<file path="config.mk">
export PLATFORM = sky130hd
export DESIGN_NAME = gpc_fetch_ctrl
export DESIGN_NICKNAME = d
export VERILOG_FILES = /design/src/rtl/gpc_pkg.sv /design/src/rtl/gpc_fetch_ctrl.sv
export SDC_FILE = /design/constraint.sdc
export NUM_CORES = 1
export LEC_CHECK = 0
export ABC_AREA = 0
export CAP_MARGIN = 20
export CORE_UTILIZATION = 45
export CTS_BUF_LIST = sky130_fd_sc_hd__clkbuf_16
export CTS_CLUSTER_SIZE = 40
export DETAILED_ROUTE_END_ITERATION = 6
export HOLD_SLACK_MARGIN = 0.06
export PLACE_DENSITY = 0.85
export SETUP_SLACK_MARGIN = 0.1
export SLEW_MARGIN = 20
export SYNTH_ARGS = -nofsm -noshare
export SYNTH_HDL_FRONTEND = slang
export SYNTH_SLANG_ARGS = --single-unit
</file>
<file path="constraint.sdc">
create_clock -name clk -period 5.55 [get_ports clk]
set_input_delay 1.11 -clock clk [delete_from_list [all_inputs] [get_ports clk]]
set_output_delay 1.11 -clock clk [all_outputs]
set_load 0.05 [all_outputs]
</file>
<file path="src/rtl/gpc_pkg.sv">
// gpc_pkg
//   Shared definitions for the GPC front end: fetch FSM state encoding,
//   instruction size in bytes and the canonical NOP encoding.
// Ports: none (package).
package gpc_pkg;

  typedef enum logic [1:0] {
    FS_REQ  = 2'd0,
    FS_WAIT = 2'd1,
    FS_HOLD = 2'd2
  } fetch_state_e;

  localparam int unsigned INST_BYTES = 4;

  // addi x0, x0, 0 -- reserved for bubble insertion by later stages
  localparam logic [31:0] NOP_INST = 32'h0000_0013;

endpackage

</file>
<file path="src/rtl/gpc_fetch_ctrl.sv">
// gpc_fetch_ctrl
//   Instruction-fetch sequencer. Owns the fetch PC, issues one request at a
//   time on the instruction-memory port, and presents each returned
//   instruction with its PC to the core over a valid/ready handshake.
//   Redirects from execute replace the fetch PC; a fetch already granted
//   is marked killed and its single response is dropped.
// Ports:
//   clk, rst                   clock (rising edge), async active-high reset
//   mem_req/mem_addr/mem_gnt   request channel to instruction memory
//   mem_rvalid/mem_rdata       response channel from instruction memory
//   redirect_valid/_pc         PC change request from execute
//   inst_valid/inst/inst_pc    instruction to core, inst_ready consumes it
//   fetch_cnt                  completed core handshakes (wraps)
//
// state   | meaning
// --------+---------------------------------------------------------------
// FS_REQ  | request fetch_pc on the memory port, wait for mem_gnt
// FS_WAIT | request granted, wait for mem_rvalid (dropped if kill set)
// FS_HOLD | instruction presented to core, wait for inst_ready/redirect
module gpc_fetch_ctrl #(
  parameter int unsigned        WIDTH    = 32,
  parameter int unsigned        INST_MAX = 32,
  parameter logic [WIDTH-1:0]   PC_START = 32'h8000_0000
) (
  input  logic                clk,
  input  logic                rst,
  output logic                mem_req,
  output logic [WIDTH-1:0]    mem_addr,
  input  logic                mem_gnt,
  input  logic                mem_rvalid,
  input  logic [INST_MAX-1:0] mem_rdata,
  input  logic                redirect_valid,
  input  logic [WIDTH-1:0]    redirect_pc,
  output logic                inst_valid,
  output logic [INST_MAX-1:0] inst,
  output logic [WIDTH-1:0]    inst_pc,
  input  logic                inst_ready,
  output logic [31:0]         fetch_cnt
);

  import gpc_pkg::*;

  fetch_state_e        state_q, state_d;
  logic [WIDTH-1:0]    fetch_pc_q, fetch_pc_d;
  logic [WIDTH-1:0]    pend_pc_q, pend_pc_d;
  logic                pend_q, pend_d;
  logic                kill_q, kill_d;
  logic                mem_req_q, mem_req_d;
  logic                inst_valid_q, inst_valid_d;
  logic [INST_MAX-1:0] inst_q, inst_d;
  logic [WIDTH-1:0]    inst_pc_q, inst_pc_d;
  logic [31:0]         fetch_cnt_q, fetch_cnt_d;

  logic [WIDTH-1:0]    redir_tgt;

  // Fetch addresses are always word aligned.
  assign redir_tgt = redirect_pc & ~(WIDTH'(2'b11));

  always_comb begin
    state_d      = state_q;
    fetch_pc_d   = fetch_pc_q;
    pend_pc_d    = pend_pc_q;
    pend_d       = pend_q;
    kill_d       = kill_q;
    inst_valid_d = inst_valid_q;
    inst_d       = inst_q;
    inst_pc_d    = inst_pc_q;
    fetch_cnt_d  = fetch_cnt_q;

    case (state_q)
      FS_REQ: begin
        if (mem_req_q && mem_gnt) begin
          state_d = FS_WAIT;
          // The granted fetch belongs to the old PC; mark it for discard.
          if (redirect_valid) begin
            kill_d     = 1'b1;
            fetch_pc_d = redir_tgt;
            pend_d     = 1'b0;
          end else if (pend_q) begin
            kill_d     = 1'b1;
            fetch_pc_d = pend_pc_q;
            pend_d     = 1'b0;
          end
        end else if (redirect_valid) begin
          // A live request must keep its address until granted, so park the
          // target. Before the first request is driven it can be taken directly.
          if (mem_req_q) begin
            pend_d    = 1'b1;
            pend_pc_d = redir_tgt;
          end else begin
            fetch_pc_d = redir_tgt;
          end
        end
      end

      FS_WAIT: begin
        if (redirect_valid) begin
          kill_d     = 1'b1;
          fetch_pc_d = redir_tgt;
        end
        if (mem_rvalid) begin
          if (kill_q || redirect_valid) begin
            kill_d  = 1'b0;
            state_d = FS_REQ;
          end else begin
            inst_d       = mem_rdata;
            inst_pc_d    = fetch_pc_q;
            inst_valid_d = 1'b1;
            fetch_pc_d   = fetch_pc_q + WIDTH'(INST_BYTES);
            state_d      = FS_HOLD;
          end
        end
      end

      FS_HOLD: begin
        if (inst_ready) begin
          fetch_cnt_d = fetch_cnt_q + 32'd1;
        end
        if (inst_ready || redirect_valid) begin
          inst_valid_d = 1'b0;
          state_d      = FS_REQ;
        end
        if (redirect_valid) begin
          fetch_pc_d = redir_tgt;
        end
      end

      default: begin
        state_d = FS_REQ;
      end
    endcase

    mem_req_d = (state_d == FS_REQ);
  end

  always_ff @(posedge clk or posedge rst) begin
    if (rst) begin
      state_q      <= FS_REQ;
      fetch_pc_q   <= PC_START;
      pend_pc_q    <= '0;
      pend_q       <= 1'b0;
      kill_q       <= 1'b0;
      mem_req_q    <= 1'b0;
      inst_valid_q <= 1'b0;
      inst_q       <= '0;
      inst_pc_q    <= '0;
      fetch_cnt_q  <= '0;
    end else begin
      state_q      <= state_d;
      fetch_pc_q   <= fetch_pc_d;
      pend_pc_q    <= pend_pc_d;
      pend_q       <= pend_d;
      kill_q       <= kill_d;
      mem_req_q    <= mem_req_d;
      inst_valid_q <= inst_valid_d;
      inst_q       <= inst_d;
      inst_pc_q    <= inst_pc_d;
      fetch_cnt_q  <= fetch_cnt_d;
    end
  end

  assign mem_req    = mem_req_q;
  assign mem_addr   = fetch_pc_q;
  assign inst_valid = inst_valid_q;
  assign inst       = inst_q;
  assign inst_pc    = inst_pc_q;
  assign fetch_cnt  = fetch_cnt_q;

endmodule

</file>
# Word-level counts from Yosys, hierarchy flattened
# Index checks and enable logic that the tools add are counted.
[classes]
n_reduce_logical = 17
n_eq_ne = 9
bitwise_logic = 2
mux = 28
add_sub_neg = 2
[ops]
columns = ["operator", "n"]
rows = [
  ["$mux 32", 8],
  ["$pmux 32 s3", 1],
  ["$add 32x1->32 const B", 1],
  ["$add 32x3->32 const B", 1],
  ["$mux 1", 12],
  ["$reduce_and 4->1", 3],
  ["$ne 3x3->1 const B", 3],
  ["$reduce_and 3->1", 3],
  ["$mux 2", 4],
  ["$ne 2x2->1 const B", 4],
  ["$reduce_bool 2->1", 4],
  ["$pmux 2 s3", 1],
  ["$logic_not 2->1", 2],
  ["$pmux 1 s2", 2],
  ["$reduce_bool 3->1", 1],
  ["$eq 2x1->1 const B", 1],
  ["$eq 2x2->1 const B", 1],
  ["$logic_or 1x1->1", 2],
  ["$not 1->1", 2],
  ["$reduce_and 2->1", 1],
  ["$logic_and 1x1->1", 1],
]
[word_totals]
output_inout_bits = 130
word_cells = 68
ff_bits = 164
input_bits = 70

# Longest topological paths before layout
# Gate-level depths: netlist of the first run.
[depth]
word_depth = 5
ltp_mapped = 10
depth_no_buf = 7

# Least setup slack after synthesis of the first run
# Ideal clock, no wire load.
[synth_path]
kind = "input to register"
startpoint = "input redirect_valid"
endpoint = "register fetch_pc_q[19], in the netlist mem_addr[19]"
n_path_buf = 2
setup_ns = 0.132
path_slack_ns = 2.987
stages = 7
arrival_time_ns = 2.431
required_ns = 5.418
path_cell_list = "buf_2 > nand3b_1 > clkbuf_1 > a211oi_1 > a311oi_1 > o21ai_0 > o31ai_1"
[synth_via]
elab_chain_cells = 4
elab_cells_between_ends = 10
classes_between = "eq/ne (2); mux (6); reduce/logical (2)"
[synth_lines]
columns = ["item", "line_no", "text"]
rows = [
  ["start: declaration", "gpc_fetch_ctrl.sv:32", "input logic redirect_valid,"],
  ["$mux 32 or $logic_or 1x1->1 (tied branches)", "gpc_fetch_ctrl.sv:97, gpc_fetch_ctrl.sv:102", ""],
  ["$mux 32", "gpc_fetch_ctrl.sv:102", "if (kill_q || redirect_valid) begin"],
  ["$mux 32", "gpc_fetch_ctrl.sv:101", "if (mem_rvalid) begin"],
  ["$pmux 32 s3", "gpc_fetch_ctrl.sv:70", "case (state_q)"],
  ["end signal: assignment", "gpc_fetch_ctrl.sv:150", "fetch_pc_q <= fetch_pc_d;"],
  ["end: declaration", "gpc_fetch_ctrl.sv:44", "logic [WIDTH-1:0] fetch_pc_q, fetch_pc_d;"],
]
# Several ways; a longest one is shown, not always the timed one.
# A chain may end at the register's enable or synchronous reset.

# Worst setup path in the final report of the first run
[layout_path]
startpoint = "input mem_gnt"
endpoint = "register fetch_pc_q[20], in the netlist mem_addr[20]"
[layout_via]
elab_chain_cells = 3
elab_cells_between_ends = 6
classes_between = "eq/ne (2); mux (2); reduce/logical (2)"
[layout_lines]
columns = ["item", "line_no", "text"]
rows = [
  ["start: declaration", "gpc_fetch_ctrl.sv:29", "input logic mem_gnt,"],
  ["$logic_and 1x1->1 *", "gpc_fetch_ctrl.sv:72", "if (mem_req_q && mem_gnt) begin"],
  ["$ne 3x3->1 (no line) or $mux 32 (tied branches)", "n/a", ""],
  ["$reduce_and 4->1 (no line) or $pmux 32 s3 (tied branches)", "n/a", ""],
]
# Mark *: on every way between the ends. The rest lies on a longest branch, timed or not.

==> results of run 1 <==
## power groups by stage
| stage | combinational (µW) | clock (µW) | sequential [µW] |
|---|---|---|---|
| floorplan | 1240 | 0 | 3020 |
| global placement | 3200 | 0 | 2060 |
| detailed placement | 3270 | 0 | 2090 |
| CTS | 3290 | 1210 | 2070 |
| global route | 3490 | 1250 | 2150 |
| finish | 3290 | 1190 | 2080 |
## worst max-delay path by stage
stage	to	slack, ps	depth (start not counted)
detailed placement	mem_addr[20]$_DFFE_PP0P_	1750	7
finish	mem_addr[20]$_DFFE_PP0P_	2120	7
global placement	mem_addr[20]$_DFFE_PP0P_	1760	7
floorplan	fetch_cnt[0]$_DFFE_PP0P_	2360	1
global route	mem_addr[20]$_DFFE_PP0P_	1990	7
CTS	mem_addr[20]$_DFFE_PP0P_	2140	7
## cells in the final DEF (no fill, tap or decap), drive strengths merged, types with 4 or more instances in the layout
cell type and instances:
a211o 5, a211oi 10, a21o 6, a21oi 22, a221oi 6, a311oi 5
a31oi 16, and2 8, and3 12, and4 5, and4b 4, buf 12
clkbuf 17, clkdlybuf4s50 196, clkinv 10, dfrtp 163, ha 6, inv 10
mux2 33, mux2i 30, nand2 247, nand2b 4, nand3 34, nand4 13
nor2 35, nor3 22, nor4 4, o211ai 4, o21ai 34, o22ai 4
o31ai 7, or3 5, xnor2 24, xor2 9
## logic make-up (layout without fill, tap and decap cells)
group	Yosys count	in the layout	synth area share, %
DFF	164	164	49.3
muxes	63	63	8.07
and+or+nand+nor	410	410	23.0
adders and majority gates	6	6	0.902
xor gates and xnor gates	33	33	3.47
buffers and inverters	67	251	3.31
AOI/OAI and AO/OA	146	146	11.9
## cell type report
cell class              count  area (µm²)  area share, %
clock buffers              17         425           3.84
clock inverters            15         165           1.49
inverters                  11        45.0          0.407
multi-input cells         658        3980           36.0
flip-flops and latches    164        4110           37.1
well taps                 229         287           2.59
repair buffers            208        2060           18.6
## critical path: cells and delay by family
kind | cells | cell delay [ps]
buf+inv | 2 | 1200
compound gates | 2 | 520
simple gates | 3 | 900
## metal layers
layer | global-route usage, % | wire [µm] | up-vias
li1 | - | - | 3467
met1 | 32.7 | 9580 | 3629
met2 | 39.6 | 11000 | 336
met3 | 5.20 | 1700 | 55
met4 | 9.08 | 594 | 0
met5 | 0 | 0 | -
## per-stage QoR
stage                     worst slack (ps)  utilization, %  total power (µW)  hold WS (ps)
final                                 2120            61.4              6550           472
after global placement                1760            58.1              5270           456
after floorplan                       2360               -              4270           472
after global routing                  1990            61.4              6890           489
after detailed placement              1750            58.1              5360           461
after CTS                             2140            61.4              6570           477
## registers in the layout (all words and copies together), names as in the netlist, 2 cells and up
signal     cells
fetch_cnt     32
inst          32
inst_pc       32
mem_addr      32
pend_pc_q     30
state_q        2
==> impl_metrics.env, run 1 <==
export IMPL_setup_viol=0
export IMPL_seqPwrFrac_pct=31.7
export IMPL_htree_levels=4
export IMPL_grt_antenna_before_repair=0
export IMPL_syn_nets=965
export IMPL_synth_warnings=0
export IMPL_cts_root_buf="clkbuf_16"
export IMPL_reg2regPathDepth=8
export IMPL_drive_above_1_share_pct=9.04
export IMPL_maxSlewHeadroom_pct=40.2
export IMPL_cts_tree="built"
export IMPL_clk_pin_slew_ps=70
export IMPL_synth_ff_type="dfrtp_1"
export IMPL_slowest_delay_ps=740
export IMPL_fin_crit_sh_pct=61.8
export IMPL_finalHoldViolCount=0
export IMPL_floorplan_initialDensity_pct=46.2
export IMPL_combPwrFrac_pct=50.2
export IMPL_rows=49
export IMPL_grt_overflow=0
export IMPL_post_route_min_period_ps=3430
export IMPL_area_delta_synth_final_pct=33.0
export IMPL_die_h_um=138
export IMPL_synth_common_cells="247 x nand2_1, 163 x dfrtp_1, 35 x nor2_1"
export IMPL_worstHoldPathCells=2
export IMPL_cts_resized=0
export IMPL_path_cells="clkdlybuf4s50_1, nand3b_1, buf_4, nand2_1, nand3_1, a31o_2, a32o_1"
export IMPL_p_int_uw=3500
export IMPL_min_path_type="reg -> reg"
export IMPL_clock_path_buffers=2
export IMPL_rsz0062_at_grt="no"
export IMPL_grt_max_degree=165
export IMPL_io_buffers=197
export IMPL_grt_first_pass_wirelength_um=37600
export IMPL_final_cells=1302
export IMPL_outcome="finished, final reports clean"
export IMPL_stdcell_area_um2=11100
export IMPL_place_hpwl_um=15500
export IMPL_worstPathArrival_ps=3740
export IMPL_clockPowerShare_pct=18.1
export IMPL_io_pins=200
export IMPL_reg2reg_slack_ps=2800
export IMPL_synth_cell_area_um2=8320
export IMPL_drt_iter0_drc=763
export IMPL_tns_ps=0
export IMPL_avgSynthCellArea_um2=9.36
export IMPL_routed_wl_um=22900
export IMPL_num_fill_cells=1511
export IMPL_p_sw_share_pct=46.6
export IMPL_clk_latency_ps=430
export IMPL_die_area_um2=19000
export IMPL_worstPathRequired_ps=5860
export IMPL_fmax_mhz=292
export IMPL_synth_cell_types=71
export IMPL_cp_startpoint="mem_gnt"
export IMPL_ant_nets=0
export IMPL_crit_type="in -> reg"
export IMPL_synth_edff_count=0
export IMPL_async_reset_ff_share_pct=100
export IMPL_grt_pass1_vias=7219
export IMPL_power_density_nw_per_um2=592
export IMPL_cts_sinks=164
export IMPL_path_max_fanout=18
export IMPL_fp_dieW_um=138
export IMPL_yosysTopAreaCell="dfrtp_1"
export IMPL_finClkSkew_ps=8.36
export IMPL_drv_cap=0
export IMPL_vias_per_cell=5.75
export IMPL_slew_violations=0
export IMPL_place_inst=1270
export IMPL_place_congestion=0.853
export IMPL_min_to="inst_pc[9]$_DFFE_PP0P_"
export IMPL_synth_seq_cells=164
export IMPL_synth_seq_area_share_pct=49.3
export IMPL_irDropWorstVdd_uv=360
export IMPL_track_usage_pct=24.6
export IMPL_leakage_uw=0.00496
export IMPL_p_switching_uw=3050
export IMPL_first_pass_iters=5
export IMPL_postCtsSetupBuffers=0
export IMPL_core_um2=18000
export IMPL_antenna_cells=0
export IMPL_hold_path_startpoint="inst_pc[9]$_DFFE_PP0P_"
export IMPL_wl_per_cell_um=17.6
export IMPL_synthTopCellsByArea="dfrtp_1 49%, nand2_1 11%, mux2_2 4.5%"
export IMPL_hold_buffers=0
export IMPL_r2r_start="state_q[1]$_DFF_PP0_"
export IMPL_synthCells=889
export IMPL_yosysTopAreaCellShare_pct=49.0
export IMPL_finalNetCount=1136
export IMPL_drc=0
export IMPL_timing_rr_end="mem_addr[25]$_DFFE_PP0P_"
export IMPL_end_kind="flop"
export IMPL_placed_cell_area_um2=10500
export IMPL_cts_buffers=17
export IMPL_yosys_cell_count_top_type="nand2_1"
export IMPL_crit_slowest_cell="clkdlybuf4s50_1"
export IMPL_cp_start_kind="input port"
export IMPL_vias=7487
export IMPL_tightestPinTransition_ps=894
Note: power is estimated with default switching activity, not from simulation.
==> run 2, diff against run 1 <==
--- a/config.mk
+++ b/config.mk
@@ -7,12 +7,12 @@
 export LEC_CHECK = 0
 export ABC_AREA = 0
 export CAP_MARGIN = 20
-export CORE_UTILIZATION = 45
+export CORE_UTILIZATION = 50
 export CTS_BUF_LIST = sky130_fd_sc_hd__clkbuf_16
 export CTS_CLUSTER_SIZE = 40
 export DETAILED_ROUTE_END_ITERATION = 6
 export HOLD_SLACK_MARGIN = 0.06
-export PLACE_DENSITY = 0.85
+export PLACE_DENSITY = 0.89
 export SETUP_SLACK_MARGIN = 0.1
 export SLEW_MARGIN = 20
 export SYNTH_ARGS = -nofsm -noshare
==> constraint.sdc (replaced) <==
create_clock -name clk -period 3.2 [get_ports clk]
set_input_delay 0.64 -clock clk [delete_from_list [all_inputs] [get_ports clk]]
set_output_delay 0.64 -clock clk [all_outputs]
set_load 0.05 [all_outputs]
==> impl_metrics.env, run 2 (synthesized netlist as in run 1, its figures left out) <==
export IMPL_vias_per_cell=5.90
export IMPL_critical_path_top_delay_family="buffers and inverters"
export IMPL_critPathBufInv=1
export IMPL_grt_overflow=0
export IMPL_crit_type="reg -> out"
export IMPL_ant_nets=0
export IMPL_track_usage_pct=27.2
export IMPL_grt_first_pass_wirelength_um=36000
export IMPL_r2r_start="state_q[0]$_DFF_PP0_"
export IMPL_grt_pass1_vias=7247
export IMPL_stdcell_area_um2=11200
export IMPL_wl_per_cell_um=17.8
export IMPL_setup_viol=0
export IMPL_fp_dieW_um=131
export IMPL_tns_ps=0
export IMPL_drive_above_1_share_pct=9.89
export IMPL_finClkSkew_ps=9.61
export IMPL_drt_iter0_drc=522
export IMPL_maxSlewHeadroom_pct=51.3
export IMPL_fmax_mhz=385
export IMPL_place_congestion=0.861
export IMPL_postCtsSetupBuffers=0
export IMPL_finalNetCount=1145
export IMPL_post_route_min_period_ps=2600
export IMPL_clk_pin_slew_ps=60
export IMPL_num_fill_cells=1173
export IMPL_clock_path_buffers=2
export IMPL_final_cells=1299
export IMPL_cts_root_buf="clkbuf_16"
export IMPL_place_inst=1266
export IMPL_die_h_um=131
export IMPL_hold_buffers=0
export IMPL_cts_sinks=164
export IMPL_core_um2=16100
export IMPL_cts_buffers=17
export IMPL_layout_commonest_cell="nand2_1"
export IMPL_slowest_delay_ps=900
export IMPL_place_hpwl_um=15500
export IMPL_hold_path_startpoint="inst_pc[29]$_DFFE_PP0P_"
export IMPL_routed_wl_um=23100
export IMPL_power_density_nw_per_um2=1040
export IMPL_mostFrequentLayoutCells="247 x nand2_1, 196 x clkdlybuf4s50_1, 163 x dfrtp_1"
export IMPL_cts_tree="built"
export IMPL_die_area_um2=17200
export IMPL_placed_cell_area_um2=10600
export IMPL_floorplan_initialDensity_pct=51.8
export IMPL_cts_resized=0
export IMPL_io_pins=200
export IMPL_cp_startpoint="mem_req$_DFF_PP0_"
export IMPL_leakage_uw=0.00503
export IMPL_first_pass_iters=6
export IMPL_path_cells="clkdlybuf4s50_1"
export IMPL_rows=46
export IMPL_tightestPinTransition_ps=724
export IMPL_drv_cap=0
export IMPL_clk_latency_ps=430
export IMPL_vias=7662
export IMPL_htree_levels=4
export IMPL_finalHoldViolCount=0
export IMPL_outcome="finished, final reports clean"
export IMPL_drc=0
export IMPL_grt_max_degree=96
export IMPL_end_kind="output pin"
export IMPL_seqCellArea_um2=4110
export IMPL_io_buffers=197
export IMPL_grt_antenna_before_repair=1
export IMPL_slew_violations=0
export IMPL_cp_start_kind="flop"
export IMPL_path_max_fanout=17
export IMPL_multi_input_area_um2=3980
export IMPL_worstPathRequired_ps=2560
export IMPL_irDropWorstVdd_uv=531
export IMPL_area_delta_synth_final_pct=34.5
export IMPL_crit_slowest_cell="clkdlybuf4s50_1"
export IMPL_min_path_type="reg -> reg"
export IMPL_rsz0062_at_grt="no"
export IMPL_worstPathArrival_ps=1960
export IMPL_fin_crit_sh_pct=81.1
-- run 2: worst paths after layout --
kind	endpoint	slack [ps]	depth (start not counted)
worst min-delay path	inst_pc[29]$_DFFE_PP0P_	470	1
worst min register to register	inst_pc[29]$_DFFE_PP0P_	470	1
worst max-delay path	mem_req	600	1
max in group asynchronous	mem_addr[31]$_DFFE_PP1P_	2020	3
min in group asynchronous	inst_valid$_DFFE_PP0P_	710	3
worst max register to register	mem_addr[21]$_DFFE_PP0P_	730	7
-- run 2: cell type report --
class,instances,area share (%)
antenna,1,0.0223
timing repair buffer,217,19.2
inverter,11,0.402
clock inverter,15,1.91
tap,216,2.41
multi-input combinational,658,35.6
clock buffer,17,3.80
sequential,164,36.7
-- run 2: routing by layer --
metal  vias up  part of all wire (%)  global-route usage, %
li1       3485                     -                      -
met1      3728                    41                   34.2
met2       382                    49                   44.9
met3        67                   7.6                   5.46
met4         0                   2.8                   13.5
met5         -                     0                      0
-- run 2: report_power, final --
group,total [µW],internal [µW],switching [µW]
clock,2210,1380,831
sequential,3600,2850,757
combinational,5800,2050,3750
-- run 2: metrics by stage --
step                      worst slack [ps]  util [%]  hold WS [ps]  total power (µW)
after detailed placement               403      65.7           461              9350
after floorplan                        476         -           472              7410
after global routing                   526      69.7           489             12200
after CTS                              579      69.7           477             11600
after global placement                 506      65.7           456              9190
final                                  605      69.7           473             11600
==> run 3, diff against run 2 <==
==> constraint.sdc (replaced) <==
create_clock -name clk -period 2.5 [get_ports clk]
set_input_delay 0.5 -clock clk [delete_from_list [all_inputs] [get_ports clk]]
set_output_delay 0.5 -clock clk [all_outputs]
set_load 0.05 [all_outputs]
==> impl_metrics.env, run 3 (synthesized netlist as in run 1, its figures left out) <==
export IMPL_cp_start_kind="flop"
export IMPL_htree_levels=4
export IMPL_worstPathArrival_ps=1850
export IMPL_grt_first_pass_wirelength_um=37700
export IMPL_place_hpwl_um=16800
export IMPL_track_usage_pct=28.7
export IMPL_reg2regPathDepth=6
export IMPL_slowest_delay_ps=890
export IMPL_final_cells=1326
export IMPL_wl_per_cell_um=18.1
export IMPL_layout_commonest_cell="nand2_1"
export IMPL_fp_dieW_um=131
export IMPL_rows=46
export IMPL_hold_buffers=0
export IMPL_setup_viol=0
export IMPL_path_max_fanout=9
export IMPL_grt_overflow=0
export IMPL_routed_wl_um=24100
export IMPL_timing_rr_end="mem_addr[22]$_DFFE_PP0P_"
export IMPL_ant_nets=0
export IMPL_drc=0
export IMPL_r2r_start="mem_addr[2]$_DFFE_PP0P_"
export IMPL_vias=7821
export IMPL_cts_root_buf="clkbuf_16"
export IMPL_num_fill_cells=1110
export IMPL_crit_type="reg -> out"
export IMPL_placed_cell_area_um2=10800
export IMPL_fin_crit_sh_pct=93.9
export IMPL_area_delta_synth_final_pct=36.6
export IMPL_clk_pin_slew_ps=60
export IMPL_die_h_um=131
export IMPL_stdcell_area_um2=11400
export IMPL_clk_latency_ps=430
export IMPL_drv_cap=0
export IMPL_drt_iter0_drc=637
export IMPL_cts_tree="built"
export IMPL_finClkSkew_ps=9.89
export IMPL_irDropWorstVdd_uv=773
export IMPL_worstPathRequired_ps=2000
export IMPL_slew_violations=0
export IMPL_worst_slack_ps=153
export IMPL_cts_sinks=164
export IMPL_io_buffers=197
export IMPL_post_route_min_period_ps=2350
export IMPL_path_cells="clkdlybuf4s50_1"
export IMPL_outcome="finished, final reports clean"
export IMPL_place_inst=1294
export IMPL_cts_buffers=17
export IMPL_first_pass_iters=5
export IMPL_drive_above_1_share_pct=12.0
export IMPL_critical_path_top_delay_family="buffers and inverters"
export IMPL_floorplan_initialDensity_pct=51.8
export IMPL_rsz0062_at_grt="no"
export IMPL_reg2reg_slack_ps=290
export IMPL_end_kind="output pin"
export IMPL_maxSlewHeadroom_pct=55.7
export IMPL_antenna_cells=0
export IMPL_core_um2=16100
export IMPL_power_density_nw_per_um2=1300
export IMPL_grt_antenna_before_repair=0
export IMPL_grt_pass1_vias=7422
export IMPL_finalNetCount=1173
export IMPL_fmax_mhz=426
export IMPL_min_path_type="in -> async"
export IMPL_mostFrequentLayoutCells="247 x nand2_1, 192 x clkdlybuf4s50_1, 163 x dfrtp_1"
export IMPL_critPathBufInv=1
export IMPL_tightestPinTransition_ps=664
export IMPL_finalHoldViolCount=0
export IMPL_clock_path_buffers=2
export IMPL_io_pins=200
export IMPL_preCtsSetupSlack_ps=6.91
export IMPL_crit_slowest_cell="clkdlybuf4s50_1"
export IMPL_vias_per_cell=5.90
export IMPL_die_area_um2=17200
export IMPL_place_congestion=0.893
export IMPL_leakage_uw=0.00520
export IMPL_grt_max_degree=55
[run 3: area by class of cell]
cell class / count / area, µm² / area share, %
multi-input combinational: 658 / 3990 / 35.1
timing repair buffer: 245 / 2410 / 21.2
clock buffer: 17 / 425 / 3.74
inverter: 11 / 45.0 / 0.396
sequential: 164 / 4110 / 36.1
tap: 216 / 270 / 2.38
clock inverter: 15 / 125 / 1.10
[run 3: how the worst max path moves through the flow]
| stage | cells past startpoint | slack (ps) | start | to |
|---|---|---|---|---|
| 2_1_floorplan | 1 | -80 | rst | fetch_cnt[0]$_DFFE_PP0P_ |
| 3_3_place_gp | 7 | 60 | mem_rvalid | mem_addr[14]$_DFFE_PP0P_ |
| 3_5_place_dp | 5 | 7 | mem_rvalid | mem_addr[24]$_DFFE_PP0P_ |
| 4_1_cts | 1 | 120 | mem_addr[23]$_DFFE_PP0P_ | mem_addr[23] |
| 5_1_grt | 1 | 100 | mem_addr[15]$_DFFE_PP0P_ | mem_addr[15] |
| 6_report | 1 | 150 | mem_addr[15]$_DFFE_PP0P_ | mem_addr[15] |
[run 3: metal layers]
metal | up-vias | global-route usage [%] | part of all wire, %
li1 | 3533 | - | -
met1 | 3771 | 36.0 | 40
met2 | 429 | 46.7 | 49
met3 | 88 | 6.23 | 7.6
met4 | 0 | 14.7 | 3.7
met5 | - | 0 | 0
[run 3: worst register-to-register path, stage by stage (launching register included)]
cell	delay [ps]
dfrtp_1	490
ha_1	310
nand4_1	180
or3_1	460
nor2_1	220
a311oi_1	140
a211o_1	290
[run 3: what timing repair did]
action / in CTS / in global routing
setup endpoints to repair: 1 / 9
buffers inserted: 0 / 0
resized for setup: 1 / 6
[run 3: through the flow]
step                      setup TNS [ps]  hold slack (ps)  total power [µW]  utilization, %
after floorplan                   -13690              472              9480               -
after global placement                 0              456             12000            67.3
after detailed placement               0              461             12300            67.3
after CTS                              0              453             14800            70.7
after global routing                   0              466             15600            70.8
final                                  0              444             14800            70.8
[run 3: power by group]
part	switching, µW	internal [µW]	total, µW	leakage (µW)
logic	4930	2840	7770	0.00283
clock network	1040	1440	2470	0.000276
registers	934	3650	4580	0.00210
total	6900	7920	14800	0.00520
